--- src/rtl/regfile_dump_reader.sv ---
// Sequential reader for a spare register-file read port: walks FIRST_REG..LAST_REG
// and streams each live register value out over a valid/ready interface.
module regfile_dump_reader #(
    parameter int ADDR_W    = 5,
    parameter int DATA_W    = 32,
    parameter int FIRST_REG = 0,
    parameter int LAST_REG  = 31
) (
    input  logic              clk,
    input  logic              reset,
    input  logic              start,
    input  logic              abort,
    output logic [ADDR_W-1:0] rd_addr,
    input  logic [DATA_W-1:0] rd_data,
    output logic              out_valid,
    input  logic              out_ready,
    output logic [DATA_W-1:0] out_data,
    output logic [ADDR_W-1:0] out_index,
    output logic              out_last,
    output logic              busy,
    output logic              done
);

    typedef enum logic [1:0] {
        IDLE   = 2'd0,
        LOAD   = 2'd1,
        STREAM = 2'd2
    } state_t;

    // ptr carries one extra bit so it can sit at LAST_REG+1 without wrapping.
    localparam logic [ADDR_W:0]   PTR_FIRST = (ADDR_W + 1)'(FIRST_REG);
    localparam logic [ADDR_W:0]   PTR_ONE   = (ADDR_W + 1)'(1);
    localparam logic [ADDR_W-1:0] IDX_LAST  = ADDR_W'(LAST_REG);

    state_t            state_q, state_d;
    logic [ADDR_W:0]   ptr_q, ptr_d;
    logic              out_valid_q, out_valid_d;
    logic [DATA_W-1:0] out_data_q, out_data_d;
    logic [ADDR_W-1:0] out_index_q, out_index_d;
    logic              busy_q, busy_d;
    logic              done_q, done_d;

    always_comb begin
        state_d     = state_q;
        ptr_d       = ptr_q;
        out_valid_d = out_valid_q;
        out_data_d  = out_data_q;
        out_index_d = out_index_q;
        done_d      = 1'b0;
        case (state_q)
            IDLE: begin
                if (start) begin
                    ptr_d   = PTR_FIRST;
                    state_d = LOAD;
                end
            end
            LOAD: begin
                if (abort) begin
                    out_valid_d = 1'b0;
                    ptr_d       = PTR_FIRST;
                    state_d     = IDLE;
                end else begin
                    out_data_d  = rd_data;
                    out_index_d = ptr_q[ADDR_W-1:0];
                    out_valid_d = 1'b1;
                    ptr_d       = ptr_q + PTR_ONE;
                    state_d     = STREAM;
                end
            end
            STREAM: begin
                // abort wins over a coincident handshake; that word is dropped.
                if (abort) begin
                    out_valid_d = 1'b0;
                    ptr_d       = PTR_FIRST;
                    state_d     = IDLE;
                end else if (out_valid_q && out_ready) begin
                    if (out_index_q == IDX_LAST) begin
                        out_valid_d = 1'b0;
                        done_d      = 1'b1;
                        ptr_d       = PTR_FIRST;
                        state_d     = IDLE;
                    end else begin
                        out_data_d  = rd_data;
                        out_index_d = ptr_q[ADDR_W-1:0];
                        ptr_d       = ptr_q + PTR_ONE;
                    end
                end
            end
            default: begin
                out_valid_d = 1'b0;
                ptr_d       = PTR_FIRST;
                state_d     = IDLE;
            end
        endcase
        busy_d = (state_d != IDLE);
    end

    always_ff @(posedge clk or posedge reset) begin
        if (reset) begin
            state_q     <= IDLE;
            ptr_q       <= PTR_FIRST;
            out_valid_q <= 1'b0;
            out_data_q  <= '0;
            out_index_q <= '0;
            busy_q      <= 1'b0;
            done_q      <= 1'b0;
        end else begin
            state_q     <= state_d;
            ptr_q       <= ptr_d;
            out_valid_q <= out_valid_d;
            out_data_q  <= out_data_d;
            out_index_q <= out_index_d;
            busy_q      <= busy_d;
            done_q      <= done_d;
        end
    end

    assign rd_addr   = ptr_q[ADDR_W-1:0];
    assign out_valid = out_valid_q;
    assign out_data  = out_data_q;
    assign out_index = out_index_q;
    assign out_last  = out_valid_q && (out_index_q == IDX_LAST);
    assign busy      = busy_q;
    assign done      = done_q;

endmodule
--- config.mk ---
export PLATFORM = sky130hd
export DESIGN_NAME = regfile_dump_reader
export DESIGN_NICKNAME = d
export VERILOG_FILES = /design/src/rtl/regfile_dump_reader.sv
export SDC_FILE = /design/constraint.sdc
export NUM_CORES = 1
export LEC_CHECK = 0
export ABC_AREA = 1
export ABC_CLOCK_PERIOD_IN_PS = 1940
export BUFFER_PORTS_ARGS = -buffer_cell sky130_fd_sc_hd__buf_2
export CORE_ASPECT_RATIO = 1.1
export CORE_MARGIN = 3
export CORE_UTILIZATION = 40
export DETAILED_ROUTE_END_ITERATION = 8
export GPL_ROUTABILITY_DRIVEN = 0
export PLACE_DENSITY = 0.67
export REMOVE_ABC_BUFFERS = 1
export SYNTH_ARGS = -nofsm -noshare
export SYNTH_HDL_FRONTEND = slang
export SYNTH_SLANG_ARGS = --single-unit
export TNS_END_PERCENT = 5
--- constraint.sdc ---
create_clock -name clk -period 1.94 [get_ports clk]
set_input_delay 0.097 -clock clk [delete_from_list [all_inputs] [get_ports clk]]
set_output_delay 0.097 -clock clk [all_outputs]
set_load 0.03 [all_outputs]
* Word level (Yosys, flattened, before mapping)
Index checks and enable logic that the tools add are counted.
Storage, ports and cells: output and inout bits 46, bits of input ports 37, logic and storage cells 58, flip-flop bits (word level) 48
Operators by class: multiplexer cells 31, bitwise operators 1, reduce and logical (&&, ||, !) cells 8, add/subtract/negate cells 1, equality and inequality tests 10
Operator list (count):
- 32-bit two-way mux | 4
- 32-bit case mux with 2 select lines | 1
- 6-bit two-way mux | 5
- 5-bit two-way mux | 4
- 6-bit case mux with 3 select lines | 1
- 2-bit two-way mux | 5
- 2-bit != test, second input constant | 5
- 5-bit case mux with 2 select lines | 1
- 1-bit two-way mux | 8
- 6-bit by 1-bit adder with 6-bit output, second input constant | 1
- 3-bit != test, second input constant | 2
- 2-bit case mux with 3 select lines | 1
- 5-bit == test, second input constant | 1
- 5-bit AND reduction | 1
- 2-bit nonzero test | 2
- 1-bit case mux with 3 select lines | 1
- 3-bit AND reduction | 1
- 2-bit by 1-bit == test with 1-bit output, second input constant | 1
- 2-bit == test, second input constant | 1
- 1-bit logical AND | 2
- 2-bit logical NOT | 1
- 2-bit AND reduction | 1
- 1-bit NOT | 1

* Longest topological paths before layout
depth after elaboration 6, mapped depth 8, mapped depth without buffers 7

* Worst setup path before layout
Ideal clock, no wire load.
path type flip-flop to flip-flop, start reg state_q[0], end reg out_index_q[0], in the netlist out_index[0], setup slack 515 ps, setup time 118 ps, clock period less this slack 1425 ps, data arrival time 1307 ps, stages on the path, launching flop included 8, path through dfrtp_1 > inv_1 > ha_1 > nand4_2 > buf_2 > buf_6 > nand4_1 > nand2_1
On the way: cells in the longest elaborated chain, start to end 3
RTL lines:
- start, declared | line 35 | state_t state_q, state_d;
- start signal, assigned | line 108 | state_q <= state_d;
- 2-bit == test or 2-bit by 1-bit == test with 1-bit output (tied branches) | line 50 | case (state_q)
- 2-bit != test (no line) or 2-bit nonzero test (tied branches)
- 5-bit AND reduction (no line)
- end signal, assigned | line 112 | out_index_q <= out_index_d;
- end, declared | line 39 | logic [ADDR_W-1:0] out_index_q, out_index_d;
Several ways; a longest one is shown, not always the timed one. A chain may end at the register's enable or synchronous reset.

* Final worst setup path
start reg state_q[0], end reg out_data_q[11], in the netlist out_data[11]
On the way: cells in the longest elaborated chain, start to end 3
RTL lines:
- 2-bit == test or 2-bit by 1-bit == test with 1-bit output (tied branches) | line 50
- 2-bit != test (no line) or 2-bit nonzero test (tied branches)
- 5-bit AND reduction (no line)
- end signal, assigned | line 111 | out_data_q <= out_data_d;
- end, declared | line 38 | logic [DATA_W-1:0] out_data_q, out_data_d;
Several ways; a longest one is shown, not always the timed one.

==> run metrics <==
status=finished, final reports clean; commonest non-fill, non-tap cells in the layout=nand2_1, buf_2, dfrtp_1; first-pass GRT wire length=8890 µm; global routing usage on met3=0.0508; row cnt=27; Setup-failing EPs final=0; crit start category=flip-flop; IO Count=83; Most Crowded Layer GR=met2; Reg clk slew, reported paths=0.09 ns; CTS tree=done; cell area after synthesis=2190 µm²; crit share post-route=0.879; crit-path max FO=37; final design instance area without fill=2760 µm²; RSZ-0062 raised after global routing=no; Starting Density=0.425; most common cell after layout, fill and taps aside=nand2_1; Seq/Total Area, Yosys=0.536; max-slew violations=0; drt pass-1 iters=4; Detail Route Antenna Nets=0; leakage=0.00159 µW; Mapped Cells=247; type of the tightest min-delay check=input pin to flip-flop; Slew HR=0.712; Final Critical Period=1.70 ns; largest net degree at the start of global routing=38; die area=6410 µm²; Initial DRC Count=approximately 160; crit path DAT=roughly 1.9 ns; MaxCap Viol Count=0; root buffer cell=clkbuf_8; met1 Usage GRT=0.205; remaining global-route overflow=0; share of post-route cells with drive strength above 1=0.317; Die W=roughly 77 µm; Pwr Density=1620 nW/µm²; final WL=a little over 5000 µm; clock buffer count from CTS=5; post-synthesis cell type count=19; CP Capture Type=flip-flop; post-route clock skew=0.00584 ns; antenna violations before repair=0; biggest area consumer among synthesized cells=dfrtp_1; measured slew at the worst slew-check pin=0.433 ns; FF+latch count, synth=47; vias in the first global route=1946; Vias=between 1500 and 2000; Routed wire per std cell=roughly 13 µm; fmax=0.587 GHz; Synth top area share=0.536; worst skew pair latency=0.30 ns; Core ar.=~5200 µm²; peak supply drop=0.000624 V; Critical Path RT=2.13 ns; Fillers=544; postcts setup bufs=0; Fin. Hold Viols=0; Avg Vias per Cell=4.89; PortBufs=82; CTS sink count=47; total power=4460 µW; Die Y=between 80 and 90 µm; top cells by area, synth=dfrtp_1, nand2_1, nand4_1; Residual DRC=0; CTS H-tree depth=2; Post-DP Area=approximately 2600 µm²; GRT Util Overall=0.169; Syn Area/Cell=8.89 µm²; DP HPWL=slightly below 4000 µm; Crit Path Class=flip-flop to flip-flop; Area Overhead vs Synth=25.6%; clock buffer depth=2; n_diodes=0; setup TNS=0 ns; met2 Usage GRT=0.291; Yosys warning total=0; fin nets=372
state kept, by name, summed over array words and instances, names as in the netlist:
name,flops
out_data,32
out_index,5
ptr_q,5
state_q,2
busy,1
done,1
out_valid,1
cell families (layout without fill, tap and decap cells):
family / Yosys count / count (layout) / share of synthesized area
AO/OA/AOI/OAI: 9 / 9 / 0.0217
buffers and inverters: 31 / 115 / 0.0827
AND/OR/NAND/NOR: 155 / 155 / 0.331
adder cells (fa/ha/maj): 5 / 5 / 0.0285
flip-flops: 47 / 47 / 0.536
worst max-delay path, cell delays in order (launching register included):
cell	delay, ns
dfrtp_1	0.41
inv_1	0.10
ha_1	0.25
nand2_1	0.12
nand2_2	0.12
nand3_4	0.36
nand2_1	0.18
nand2_1	0.06
final timing paths:
check | from | endpoint | slack, ns | depth (start not counted)
max in group asynchronous | reset | out_data[30]$_DFFE_PP0P_ | 1.06 | 4
setup reg to reg | state_q[0]$_DFF_PP0_ | out_data[11]$_DFFE_PP0P_ | 0.24 | 7
min in group asynchronous | reset | out_data[24]$_DFFE_PP0P_ | 0.33 | 3
hold reg to reg | out_data[19]$_DFFE_PP0P_ | out_data[19]$_DFFE_PP0P_ | 0.47 | 2
hold / removal | rd_data[5] | out_data[5]$_DFFE_PP0P_ | 0.04 | 3
setup / recovery | state_q[0]$_DFF_PP0_ | out_data[11]$_DFFE_PP0P_ | 0.24 | 7
metal layers:
layer / share of wire / wire length (µm) / vias up
li1: - / - / 989
met1: 0.44 / 2250 / 921
met2: 0.48 / 2480 / 57
met3: 0.069 / 357 / 5
met4: 0.0097 / 50 / 0
met5: 0 / 0 / -
synth_stat cells:
library cell  instances
nand2_1              99
dfrtp_1              47
nand4_1              41
inv_1                15
buf_2                 7
buf_6                 7
nand3_1               6
a21oi_1               5
ha_1                  5
nor2_1                3
o21ai_1               3
nand2_2               2
buf_4                 1
inv_2                 1
nand3_2               1
nand3_4               1
nand4_2               1
nor3_1                1
o21bai_1              1
through the flow:
step | util | setup slack, ns | cells | hold WS [ns]
after global placement | 0.510 | 0.300 | 394 | 0.124
after floorplan | - | -0.0228 | 232 | 0.249
after CTS | 0.533 | 0.209 | 403 | 0.0332
after detailed placement | 0.510 | 0.211 | 394 | 0.123
final | 0.533 | 0.235 | 403 | 0.0407
after global routing | 0.533 | 0.0118 | 403 | 0.0383
repair_timing:
action                                 4_1_cts  5_1_grt
endpoints found under the hold margin       19        0
hold buffers                                 1        0
resized for setup                            0        0
final cells by class:
type                            instances  area (µm²)  share of cell area
Multi-Input combinational cell        169         837               0.304
Clock inverter                          3        43.8              0.0159
Sequential cell                        47        1180               0.427
Tap cell                               72        90.1              0.0327
Clock buffer                            5        68.8              0.0250
Timing Repair Buffer                   91         480               0.174
Inverter                               16        60.1              0.0218
power by group:
part | switching, µW | internal [µW] | total (µW)
Clock | 330 | 384 | 714
Sequential | 211 | 1360 | 1570
Combinational | 1560 | 617 | 2180
No activity file was read; power rests on OpenSTA's default activity.
